==> src/rtl/sparse_reduce_unit.sv <==
// sparse_reduce_unit: folds innermost sparse fibers with add/max/min/count and re-emits stops one level lower via an output FIFO
module sparse_reduce_unit #(
  parameter int DATA_W = 16,
  parameter int OUT_DEPTH = 4,
  parameter logic [DATA_W-1:0] DONE_CODE = 'h0100
) (
  input  logic              clk,
  input  logic              rst,
  input  logic              flush,
  input  logic              tile_en,
  input  logic [1:0]        op_mode,
  input  logic              saturate,
  input  logic [DATA_W-1:0] default_value,
  input  logic [DATA_W:0]   data_in,
  input  logic              data_in_valid,
  output logic              data_in_ready,
  output logic [DATA_W:0]   data_out,
  output logic              data_out_valid,
  input  logic              data_out_ready,
  output logic              done_pulse
);
  localparam int AW = $clog2(OUT_DEPTH);
  typedef enum logic {RUN, DONE} state_t;
  state_t state, state_nx;
  logic [DATA_W:0] mem [OUT_DEPTH];
  logic [AW-1:0] wr_ptr, rd_ptr;
  logic [AW:0] count, free;
  logic [DATA_W-1:0] acc, acc_nx, v, sum, sat_sum, res;
  logic [DATA_W:0] w0, w1;
  logic [1:0] n_push;
  logic have_val, clr, accept, pop, is_tok, is_done, is_stop, ovf;
  assign clr = rst | flush;
  assign v = data_in[DATA_W-1:0];
  assign is_tok = data_in[DATA_W];
  assign is_done = is_tok & (v == DONE_CODE);
  assign is_stop = is_tok & ~is_done;
  assign accept = data_in_valid & data_in_ready;
  assign free = (AW+1)'(OUT_DEPTH) - count;
  assign data_out_valid = tile_en & (count != '0);
  assign pop = data_out_valid & data_out_ready;
  assign data_out = mem[rd_ptr];
  always_ff @(posedge clk)
    state <= clr ? RUN : state_nx;
  always_comb
    state_nx = (accept & is_done) ? DONE : state;
  always_comb
    data_in_ready = tile_en & (state == RUN) & (free >= (AW+1)'(2));
  always_comb begin
    sum = acc + v;
    ovf = (acc[DATA_W-1] == v[DATA_W-1]) & (sum[DATA_W-1] != acc[DATA_W-1]);
    sat_sum = acc[DATA_W-1] ? {1'b1, {(DATA_W-1){1'b0}}} : {1'b0, {(DATA_W-1){1'b1}}};
    res = op_mode == 2'd0 ? ((saturate & ovf) ? sat_sum : sum) :
          op_mode == 2'd1 ? (($signed(v) > $signed(acc)) ? v : acc) :
          op_mode == 2'd2 ? (($signed(v) < $signed(acc)) ? v : acc) :
          (&acc ? acc : acc + DATA_W'(1));
    acc_nx = have_val ? res : (op_mode == 2'd3 ? DATA_W'(1) : v);
    w0 = is_done ? {1'b1, DONE_CODE} : {1'b0, have_val ? acc : default_value};
    w1 = {1'b1, DATA_W'(v[7:0] - 8'd1)};
    n_push = !(accept & is_tok) ? 2'd0 : (is_stop & (|v[7:0])) ? 2'd2 : 2'd1;
  end
  always_ff @(posedge clk) begin
    if (clr) begin
      acc <= '0;
      have_val <= 1'b0;
    end else if (accept) begin
      acc <= is_tok ? '0 : acc_nx;
      have_val <= ~is_tok;
    end
    done_pulse <= ~clr & accept & is_done;
  end
  always_ff @(posedge clk) begin
    if (clr) begin
      wr_ptr <= '0;
      rd_ptr <= '0;
      count <= '0;
      for (int i = 0; i < OUT_DEPTH; i++) mem[i] <= '0;
    end else begin
      if (n_push != 2'd0) mem[wr_ptr] <= w0;
      if (n_push == 2'd2) mem[wr_ptr + AW'(1)] <= w1;
      wr_ptr <= wr_ptr + AW'(n_push);
      rd_ptr <= rd_ptr + AW'(pop);
      count <= count + (AW+1)'(n_push) - (AW+1)'(pop);
    end
  end
endmodule

==> config.mk <==
export PLATFORM = sky130hd
export DESIGN_NAME = sparse_reduce_unit
export DESIGN_NICKNAME = d
export VERILOG_FILES = /design/src/rtl/sparse_reduce_unit.sv
export SDC_FILE = /design/constraint.sdc
export NUM_CORES = 1
export LEC_CHECK = 0
export CORE_ASPECT_RATIO = 1.2
export CORE_MARGIN = 2
export CORE_UTILIZATION = 60
export CTS_BUF_LIST = sky130_fd_sc_hd__clkbuf_4 sky130_fd_sc_hd__clkbuf_8
export CTS_CLUSTER_DIAMETER = 150
export CTS_CLUSTER_SIZE = 12
export DETAILED_ROUTE_END_ITERATION = 8
export GPL_ROUTABILITY_DRIVEN = 1
export PLACE_DENSITY = 0.83
export SLEW_MARGIN = 20
export SYNTH_ARGS = -nofsm -noshare
export SYNTH_HDL_FRONTEND = slang
export SYNTH_SLANG_ARGS = --single-unit
==> constraint.sdc <==
create_clock -name clk -period 5.1 [get_ports clk]
set_clock_uncertainty 0.15 [all_clocks]
set_input_delay 1.53 -clock clk [delete_from_list [all_inputs] [get_ports clk]]
set_output_delay 1.53 -clock clk [all_outputs]
set_load 0.02 [all_outputs]
==> insert_results.sql, run 1 <==
INSERT INTO impl_metrics (metric_group, metric, value, unit) VALUES
('status', 'outcome', 'finished clean', ''),
('synth', 'synthMostInstantiatedCell', 'nor2_1', ''),
('timing', 'whs', '351', 'ps'),
('timing', 'slew_violations', '0', ''),
('global_route', 'grt_util_all_layers', '0.315', ''),
('cells_and_area', 'number_of_nets_in_the_finished_design', '805', ''),
('synth', 'yosys_register_bits', '94', ''),
('synth', 'number_of_nets_in_the_synthesized_netlist', '740', ''),
('worst_setup_path', 'timing.rr.end', 'mem[1][4]', ''),
('worst_setup_path', 'rr_worst_depth', '10', ''),
('synth', 'synth.yosys.seq_area_share', '0.392', ''),
('cts', 'cts_setup_buffers', '0', ''),
('synth', 'synth-main-ff-cell', 'edfxtp_1', ''),
('timing', 'period_needed', '4690', 'ps'),
('synth', 'ys_warn_count', '0', ''),
('worst_setup_path', 'worst_setup_path_end_kind', 'primary output', ''),
('pwr', 'share_seq_of_total_power', '0.519', ''),
('synth', 'postSynthAreaPerCell', '9.84', 'µm²'),
('global_route', 'antenna_found_initial', '0', ''),
('cts', 'clk_pin_slew', '80', 'ps'),
('worst_setup_path', 'worstPathArrival', '3010', 'ps'),
('pwr', 'internal_power', '1.21', 'mW'),
('cells_and_area', 'antenna-diode-count', '0', ''),
('pwr', 'power_frac_comb', '0.171', ''),
('route', 'wl_per_cell', '21.2', 'µm'),
('timing', 'timing_worst_slew_pin_value', '923', 'ps'),
('timing', 'rsz0062_at_grt', 'no', ''),
('floorplan', 'floorplan.io_pins', '62', ''),
('placement', 'finalWeightedCongestion', '0.978', ''),
('synth', 'top_cells_by_count_synth', '80 x nor2_1, 64 x edfxtp_1, 43 x a21oi_1, 41 x ha_1, 41 x o22ai_1', ''),
('cts', 'tritoncts_num_sinks', '94', ''),
('worst_setup_path', 'critPathMaxFanout', '3', ''),
('cells_and_area', 'final_util', '0.713', ''),
('route', 'drc', '0', ''),
('route', 'wirelength', '18.1', 'mm'),
('timing', 'final.setup.worst_slack', '406', 'ps'),
('placement', 'hpwlAfterDp', '13.7', 'mm'),
('min_path', 'hp-class', 'register to register', ''),
('global_route', 'via_count_of_the_first_global_routing_pass', '5595', ''),
('cts', 'root_buffer', 'clkbuf_8', ''),
('pwr', 'total_power', '1.64', 'mW'),
('route', 'routed-via-count', '5690', ''),
('cts', 'tritoncts.num_buffers', '9', ''),
('timing', 'setup-tns-final', '0', 'ps'),
('worst_setup_path', 'critical_path_class', 'primary input to primary output', ''),
('cts', 'post_cts_resized', '0', ''),
('floorplan', 'core_region_area', '10500', 'µm²'),
('cts', 'worstSkewPairLatency', '370', 'ps'),
('pwr', 'static-leakage-power', '2.68', 'nW'),
('synth', 'count_of_mapped_cells_out_of_synthesis', '655', ''),
('pwr', 'net-switching-power', '0.432', 'mW'),
('synth', 'synth_area_leaders', 'edfxtp_1 30%, dfxtp_1 9.3%, ha_1 8.0%, mux4_2 5.9%, nor2_1 4.7%', ''),
('route', 'postRouteAntennaNets', '0', ''),
('cells_and_area', 'areaGrowthSynthToFinish', '15.8', '%'),
('timing', 'maxSlewHeadroom', '0.384', ''),
('pwr', 'clock_power_share', '0.309', ''),
('min_path', 'hold_path_end', 'state', ''),
('timing', 'final-hold-violation-count', '0', ''),
('run', 'drv_cap', '0', ''),
('floorplan', 'die_h', '118', 'µm'),
('timing', 'timing.final.crit_share', '0.920', ''),
('placement', 'portBuffers', '61', ''),
('worst_setup_path', 'timing.critical_path.slowest_stage_cell', 'clkdlybuf4s50_1', ''),
('floorplan', 'die_width', '98.6', 'µm'),
('worst_setup_path', 'worstSetupStartpointType', 'primary input', ''),
('synth', 'synth_largest_type_area_fraction', '0.298', ''),
('cts', 'htree_num_levels', '3', ''),
('worst_setup_path', 'timing.critical_path.cells', 'clkdlybuf4s50_1 -> nor3b_1 -> clkdlybuf4s50_1', ''),
('timing', 'setup-violations-final', '0', ''),
('floorplan', 'initial_core_utilization', '0.616', ''),
('global_route', 'pin_count_of_the_biggest_net_entering_global_routing', '22', '');
## worst max path at each step
| stage | start | to | slack (ps) | cells after the start |
|---|---|---|---|---|
| CTS | tile_en | data_in_ready | 390 | 3 |
| global route | tile_en | data_in_ready | 310 | 3 |
| detailed placement | data_in[0] | count[2] | 220 | 13 |
| global placement | data_in[0] | count[2] | 310 | 13 |
| floorplan | data_in[0] | count[2] | 950 | 13 |
| finish | tile_en | data_in_ready | 410 | 3 |
## placed cells by master (no fill, tap or decap), types with 11 or more instances in the layout
| cell type | count |
|---|---|
| a21oi_1 | 43 |
| buf_4 | 20 |
| clkdlybuf4s50_1 | 61 |
| dfxtp_1 | 30 |
| edfxtp_1 | 64 |
| ha_1 | 41 |
| inv_1 | 39 |
| mux4_2 | 17 |
| nand2_1 | 40 |
| nand2b_1 | 11 |
| nand3_1 | 19 |
| nor2_1 | 80 |
| o21ai_0 | 17 |
| o22ai_1 | 41 |
| or3_1 | 13 |
| xnor2_1 | 32 |
## metal layers
metal,vias to the layer above,GRT usage,share of wire
met3,75,0.0428,0.078
met5,-,0,0
met1,2692,0.389,0.37
li1,2584,-,-
met2,339,0.546,0.51
met4,0,0.140,0.043
## power groups by stage
stage	registers [mW]	logic [mW]	clock network (mW)
floorplan	0.861	0.168	0
global placement	0.865	0.269	0
detailed placement	0.869	0.275	0
CTS	0.851	0.276	0.504
global route	0.854	0.302	0.535
finish	0.851	0.281	0.507
## cells by family after synthesis
kind of cell,after synthesis,synth area share
AO/OA/AOI/OAI,170,0.185
flip-flops,94,0.392
buffers and inverters,69,0.0410
multiplexers,37,0.0924
adder cells (fa/ha/maj),43,0.0858
XOR/XNOR,35,0.0476
AND/OR/NAND/NOR,207,0.157
## layout make-up
type | count | area, µm²
Multi-Input combinational cell | 492 | 3660
Fill cell | 778 | 3000
Sequential cell | 94 | 2520
Timing Repair Buffer | 81 | 761
Tap cell | 129 | 161
Inverter | 42 | 158
Clock buffer | 11 | 145
Clock inverter | 5 | 60.1
## flip-flops by register name (all words and copies together) (netlist names)
name,count
rd_ptr,2
have_val,1
wr_ptr,2
mem,68
acc,16
state,1
count,3
done_pulse,1
## critical path: cells and delay by family
kind	cells	cell delay, ps
buf+inv	2	1170
simple gates	1	310
Note: power is estimated with default switching activity, not from simulation.
==> run 2: changes to the inputs <==
--- a/config.mk
+++ b/config.mk
@@ -13,7 +13,7 @@
 export CTS_CLUSTER_SIZE = 12
 export DETAILED_ROUTE_END_ITERATION = 8
 export GPL_ROUTABILITY_DRIVEN = 1
-export PLACE_DENSITY = 0.83
+export PLACE_DENSITY = 0.89
 export SLEW_MARGIN = 20
 export SYNTH_ARGS = -nofsm -noshare
 export SYNTH_HDL_FRONTEND = slang
==> run 2 against run 1 <==
Utilization fell by 0.096 points. Sequential power is essentially flat. Clock power is 7.1% lower. Die area unchanged. Power decreased by 2.1%.
==> insert_results.sql, run 2 (synthesis results as in run 1) <==
INSERT INTO impl_metrics (metric_group, metric, value, unit) VALUES
('cells_and_area', 'reg_top3', 'mem: 68 flops, acc: 16 flops, count: 3 flops', ''),
('floorplan', 'die_h', '118', 'µm'),
('pwr', 'net-switching-power', '0.428', 'mW'),
('timing', 'period_needed', '4740', 'ps'),
('worst_setup_path', 'critPathMaxFanout', '3', ''),
('cells_and_area', 'antenna-diode-count', '0', ''),
('timing', 'max_clock_freq', '0.211', 'GHz'),
('pwr', 'worst_vdd_rail_ir_drop', '0.107', 'mV'),
('cts', 'cts-root-to-sink-buffers', '2', ''),
('timing', 'whs', '367', 'ps'),
('worst_setup_path', 'timing.critical_path.slowest_stage_cell', 'clkdlybuf4s50_1', ''),
('route', 'route.detailed.vias_per_inst', '6.62', ''),
('floorplan', 'floorplan.io_pins', '62', ''),
('worst_setup_path', 'timing.critical_path.mode_cell', 'clkdlybuf4s50_1', ''),
('worst_setup_path', 'critical_path_class', 'primary input to primary output', ''),
('cells_and_area', 'post_route_cells_drive_above_1_share', '0.110', ''),
('cts', 'clk_pin_slew', '90', 'ps'),
('route', 'wirelength', '18.4', 'mm'),
('placement', 'finalWeightedCongestion', '0.941', ''),
('min_path', 'hp-class', 'register to register', ''),
('worst_setup_path', 'slowest_delay', '680', 'ps'),
('pwr', 'static-leakage-power', '2.68', 'nW'),
('floorplan', 'die_width', '98.6', 'µm'),
('route', 'routed-via-count', '5660', ''),
('cts', 'post_cts_resized', '0', ''),
('timing', 'setup-tns-final', '0', 'ps'),
('timing', 'timing_worst_slew_pin_value', '864', 'ps'),
('global_route', 'antenna_found_initial', '0', ''),
('global_route', 'pin_count_of_the_biggest_net_entering_global_routing', '23', ''),
('timing', 'rsz0062_at_grt', 'no', ''),
('cells_and_area', 'leading_cell_type_in_the_layout_fill_and_taps_excluded', 'nor2_1', ''),
('route', 'drt_pre_antenna_iters', '5', ''),
('cts', 'cts_setup_buffers', '0', ''),
('cells_and_area', 'max_flop_register', 'mem', ''),
('worst_setup_path', 'timing.critical_path.buf_inv', '2', ''),
('worst_setup_path', 'timing.critical_path.cells', 'clkdlybuf4s50_1 -> nor3b_1 -> clkdlybuf4s50_1', ''),
('cts', 'tritoncts_num_sinks', '94', ''),
('route', 'drc', '0', ''),
('cts', 'root_buffer', 'clkbuf_8', ''),
('worst_setup_path', 'worst_setup_path_end_kind', 'primary output', ''),
('timing', 'final-hold-violation-count', '0', ''),
('timing', 'setup-violations-final', '0', ''),
('worst_setup_path', 'worstPathArrival', '3060', 'ps'),
('placement', 'portBuffers', '61', ''),
('route', 'detailedRoute.firstIterationViolations', '477', ''),
('cells_and_area', 'mostFrequentLayoutCells', '80 x nor2_1, 64 x edfxtp_1, 61 x clkdlybuf4s50_1', ''),
('pwr', 'sw_frac_of_total', '0.266', ''),
('pwr', 'power_frac_comb', '0.175', ''),
('pwr', 'cellPowerDensity', '215', 'nW/µm²'),
('placement', 'hpwlAfterDp', '13.8', 'mm'),
('worst_setup_path', 'cell_type_group_with_the_largest_total_delay_on_the_critical_path', 'buffers and inverters', ''),
('cts', 'htree_num_levels', '3', ''),
('route', 'wl_per_cell', '21.5', 'µm'),
('floorplan', 'die_outline_area', '11600', 'µm²'),
('cts', 'holdBufCountCts', '0', ''),
('global_route', 'grt_util_all_layers', '0.320', ''),
('pwr', 'share_seq_of_total_power', '0.531', ''),
('global_route', 'globalRoute.totalOverflow', '0', ''),
('route', 'postRouteAntennaNets', '0', ''),
('run', 'drv_cap', '0', ''),
('cts', 'tritoncts_clock_tree', 'yes', ''),
('floorplan', 'rows', '41', ''),
('floorplan', 'initial_core_utilization', '0.616', ''),
('global_route', 'via_count_of_the_first_global_routing_pass', '5528', ''),
('cts', 'tritoncts.num_buffers', '9', ''),
('cells_and_area', 'areaGrowthSynthToFinish', '15.7', '%'),
('cells_and_area', 'largest_register_ffs', '68', ''),
('pwr', 'clock_power_share', '0.293', ''),
('worst_setup_path', 'worstPathRequired', '3420', 'ps'),
('cells_and_area', 'number_of_nets_in_the_finished_design', '806', ''),
('timing', 'maxSlewHeadroom', '0.423', ''),
('global_route', 'grt_first_pass_wirelength', '29.1', 'mm'),
('pwr', 'internal_power', '1.18', 'mW'),
('worst_setup_path', 'worstSetupStartpointType', 'primary input', ''),
('status', 'outcome', 'finished clean', ''),
('floorplan', 'core_region_area', '10500', 'µm²'),
('cts', 'worstSkewPairLatency', '370', 'ps'),
('timing', 'slew_violations', '0', ''),
('timing', 'timing.final.crit_share', '0.929', '');
-- run 2: changes by cell type in the layout (fill, tap and decap cells not counted), sizes merged --
cell	delta
buf	+1
bufinv	-1
clkbuf	+2
clkinv	-1
-- run 2: path summary, 6_finish.rpt --
kind | from | end | slack, ps | cells past startpoint
min | state | state | 370 | 1
min reg2reg | state | state | 370 | 1
max reg2reg | count[0] | mem[1][0] | 1610 | 9
max | tile_en | data_in_ready | 360 | 3
-- run 2: final cells by class --
type | instances | area (µm²)
multi-input combinational | 492 | 3660
timing repair buffer | 82 | 768
tap | 129 | 161
clock inverter | 3 | 21.3
inverter | 42 | 158
fill | 782 | 3010
clock buffer | 13 | 166
sequential | 94 | 2520
-- run 2: power groups by stage --
stage               registers [mW]  clock network [mW]  logic [mW]
floorplan                    0.861                   0       0.168
global route                 0.856               0.498       0.302
CTS                          0.853               0.466       0.277
detailed placement           0.870                   0       0.275
finish                       0.853               0.471       0.281
global placement             0.867                   0       0.270
-- run 2: per-stage QoR --
| step | setup slack, ps | total power, mW | std cells | utilization | cell area, µm² |
|---|---|---|---|---|---|
| after floorplan | 948 | 1.03 | 655 | - | 6440 |
| after global placement | 343 | 1.14 | 839 | 0.694 | 7270 |
| after detailed placement | 259 | 1.14 | 839 | 0.694 | 7270 |
| after CTS | 363 | 1.60 | 855 | 0.712 | 7450 |
| after global routing | 300 | 1.66 | 855 | 0.712 | 7450 |
| final | 363 | 1.61 | 855 | 0.712 | 7450 |
-- run 2: per-layer routing --
metal	global-route usage	wire length [µm]	vias to the layer above
met5	0	0	-
met4	0.121	663	0
met3	0.0481	1300	58
met2	0.565	9530	335
met1	0.393	6890	2683
li1	-	-	2584
-- run 2: worst reg2reg max path: cells and delay by family, from the launching register on --
kind	cells	cell delay [ps]
flops	1	340
simple gates	6	2100
fa+ha+maj	2	460
buf+inv	1	60
==> run 3: changes to the inputs <==
--- a/config.mk
+++ b/config.mk
@@ -5,7 +5,7 @@
 export SDC_FILE = /design/constraint.sdc
 export NUM_CORES = 1
 export LEC_CHECK = 0
-export CORE_ASPECT_RATIO = 1.2
+export CORE_ASPECT_RATIO = 0.9
 export CORE_MARGIN = 2
 export CORE_UTILIZATION = 60
 export CTS_BUF_LIST = sky130_fd_sc_hd__clkbuf_4 sky130_fd_sc_hd__clkbuf_8
==> constraint.sdc (replaced) <==
create_clock -name clk -period 5.1 [get_ports clk]
set_clock_uncertainty 0.15 [all_clocks]
set_input_delay 0.51 -clock clk [delete_from_list [all_inputs] [get_ports clk]]
set_output_delay 0.51 -clock clk [all_outputs]
set_load 0.02 [all_outputs]
==> run 3 against run 2 <==
The flow now finishes with violations (design-rule violations). Clock-buffer cell count down 2. Largest cell class unchanged. Clock power down 7.4%. Highest routed layer unchanged. Combinational power fell by 1%.
==> insert_results.sql, run 3 (synthesis results as in run 1) <==
INSERT INTO impl_metrics (metric_group, metric, value, unit) VALUES
('run', 'drv_cap', '0', ''),
('worst_setup_path', 'critPathMaxFanout', '20', ''),
('cts', 'worstSkewPairLatency', '370', 'ps'),
('worst_setup_path', 'worstPathArrival', '3780', 'ps'),
('worst_setup_path', 'worstSetupStartpointType', 'register', ''),
('cells_and_area', 'reg_top3', 'mem: 68 flops, acc: 16 flops, count: 3 flops', ''),
('cells_and_area', 'fillerInstances', '773', ''),
('timing', 'setup-violations-final', '0', ''),
('placement', 'portBuffers', '61', ''),
('route', 'detailedRoute.firstIterationViolations', '691', ''),
('route', 'drt_pre_antenna_iters', '7', ''),
('cells_and_area', 'areaGrowthSynthToFinish', '14.0', '%'),
('pwr', 'worst_vdd_rail_ir_drop', '0.184', 'mV'),
('floorplan', 'die_width', '113', 'µm'),
('worst_setup_path', 'worstPathRequired', '5020', 'ps'),
('cts', 'root_buffer', 'clkbuf_8', ''),
('route', 'wl_per_cell', '21.1', 'µm'),
('cells_and_area', 'final-seq-area', '2520', 'µm²'),
('placement', 'finalWeightedCongestion', '0.985', ''),
('route', 'postRouteAntennaNets', '0', ''),
('cts', 'tritoncts_clock_tree', 'yes', ''),
('pwr', 'total_power', '1.56', 'mW'),
('cells_and_area', 'post-route-cell-area', '7350', 'µm²'),
('worst_setup_path', 'cell_type_group_with_the_largest_total_delay_on_the_critical_path', 'simple AND/OR/NAND/NOR gates', ''),
('cts', 'htree_num_levels', '3', ''),
('placement', 'hpwlAfterDp', '13.4', 'mm'),
('global_route', 'use_met2', '0.502', ''),
('placement', 'place_inst', '828', ''),
('global_route', 'grt_first_pass_wirelength', '28.1', 'mm'),
('status', 'outcome', 'finished, violations left', ''),
('global_route', 'grt_util_all_layers', '0.314', ''),
('timing', 'rsz0062_at_grt', 'no', ''),
('floorplan', 'core_region_area', '10300', 'µm²'),
('global_route', 'globalRoute.busiestLayer', 'met2', ''),
('pwr', 'cellPowerDensity', '213', 'nW/µm²'),
('timing', 'maxSlewHeadroom', '0.378', ''),
('route', 'routed-via-count', '5642', ''),
('cells_and_area', 'antenna-diode-count', '0', ''),
('status', 'violations_in_the_final_reports', 'design-rule violations', ''),
('cts', 'clk_pin_slew', '80', 'ps'),
('route', 'route.detailed.vias_per_inst', '6.69', ''),
('global_route', 'groute.layer.met3.usage', '0.0777', ''),
('timing', 'slew_violations', '0', ''),
('cts', 'tritoncts.num_buffers', '9', ''),
('cts', 'holdBufCountCts', '0', ''),
('timing', 'max_clock_freq', '0.259', 'GHz'),
('cts', 'tritoncts_num_sinks', '94', ''),
('timing', 'timing_worst_slew_pin_value', '931', 'ps'),
('floorplan', 'die_outline_area', '11600', 'µm²'),
('floorplan', 'floorplan.io_pins', '62', ''),
('cts', 'post_cts_resized', '0', ''),
('floorplan', 'initial_core_utilization', '0.623', ''),
('global_route', 'antenna_found_initial', '0', ''),
('min_path', 'hp-class', 'register to register', ''),
('worst_setup_path', 'timing.critical_path.cells', 'inv_1 -> ha_1 -> ha_1 -> nor3b_1 -> and4bb_2 -> nand3_1 -> buf_4 -> or3_1 -> nand2b_1 -> nand3_1 -> buf_4', ''),
('cells_and_area', 'leading_cell_type_in_the_layout_fill_and_taps_excluded', 'nor2_1', ''),
('worst_setup_path', 'worst_setup_path_end_kind', 'register', ''),
('cells_and_area', 'multiInputGateArea', '3660', 'µm²'),
('timing', 'whs', '350', 'ps'),
('cells_and_area', 'final_cells', '843', ''),
('pwr', 'static-leakage-power', '2.61', 'nW'),
('floorplan', 'rows', '35', ''),
('worst_setup_path', 'slowest_delay', '680', 'ps'),
('cells_and_area', 'mostFrequentLayoutCells', '80 x nor2_1, 64 x edfxtp_1, 61 x clkdlybuf4s50_1', ''),
('worst_setup_path', 'timing.critical_path.buf_inv', '3', ''),
('cts', 'cts_setup_buffers', '0', ''),
('cells_and_area', 'largest_register_ffs', '68', ''),
('floorplan', 'die_h', '102', 'µm'),
('timing', 'timing.final.crit_share', '0.757', ''),
('global_route', 'pin_count_of_the_biggest_net_entering_global_routing', '22', ''),
('route', 'drc', '6', ''),
('worst_setup_path', 'critical_path_class', 'register to register', ''),
('timing', 'period_needed', '3860', 'ps'),
('global_route', 'globalRoute.totalOverflow', '0', ''),
('cts', 'cts-root-to-sink-buffers', '2', ''),
('timing', 'final-hold-violation-count', '0', ''),
('cells_and_area', 'max_flop_register', 'mem', ''),
('cells_and_area', 'post_route_cells_drive_above_1_share', '0.0938', ''),
('worst_setup_path', 'timing.critical_path.slowest_stage_cell', 'or3_1', ''),
('global_route', 'via_count_of_the_first_global_routing_pass', '5353', ''),
('timing', 'setup-tns-final', '0', 'ps'),
('global_route', 'groute.layer.met1.usage', '0.429', ''),
('placement', 'place_area', '7180', 'µm²'),
('cells_and_area', 'number_of_nets_in_the_finished_design', '795', ''),
('route', 'wirelength', '17.8', 'mm');
[run 3: cell count changes in the layout (fill, tap and decap cells not counted)]
| cell | delta |
|---|---|
| clkbuf_8 | -2 |
| clkinv_2 | -1 |
| clkinv_1 | +1 |
| clkinvlp_2 | +1 |
| buf_4 | -11 |
[run 3: metrics by stage]
stage / worst slack [ps] / util
3_5_place_dp: 1090 / 0.695
6_report: 1240 / 0.711
4_1_cts: 1270 / 0.711
3_3_place_gp: 1190 / 0.695
5_1_grt: 1020 / 0.711
2_1_floorplan: 1870 / -
[run 3: worst register-to-register path, stage by stage, from the launching register on]
cell,delay [ps]
dfxtp_1,350
inv_1,70
ha_1,200
ha_1,260
nor3b_1,140
and4bb_2,370
nand3_1,100
buf_4,190
or3_1,680
nand2b_1,470
nand3_1,310
buf_4,290
[run 3: routing by layer]
| metal | vias to the layer above | share of wire |
|---|---|---|
| met3 | 42 | 0.11 |
| li1 | 2564 | - |
| met4 | 0 | 0.025 |
| met5 | - | 0 |
| met2 | 383 | 0.46 |
| met1 | 2653 | 0.41 |
[run 3: cell type report]
class | instances | share of cell area
Clock buffer | 11 | 0.0189
Clock inverter | 4 | 0.00341
Inverter | 42 | 0.0215
Tap cell | 129 | 0.0220
Timing Repair Buffer | 71 | 0.0933
Multi-Input combinational cell | 492 | 0.498
Sequential cell | 94 | 0.343
[run 3: final timing paths]
check	depth (start not counted)	from	end	slack [ps]
setup / recovery	11	count[0]	mem[1][13]	1240
hold / removal	1	state	state	350
setup reg to reg	11	count[0]	mem[1][13]	1240
hold reg to reg	1	state	state	350
[run 3: report_power, final]
part	leakage, nW	internal [mW]	switching [mW]
sequential	0.956	0.838	0.0136
clock	0.0798	0.184	0.252
combinational	1.58	0.121	0.156
total	2.61	1.14	0.422
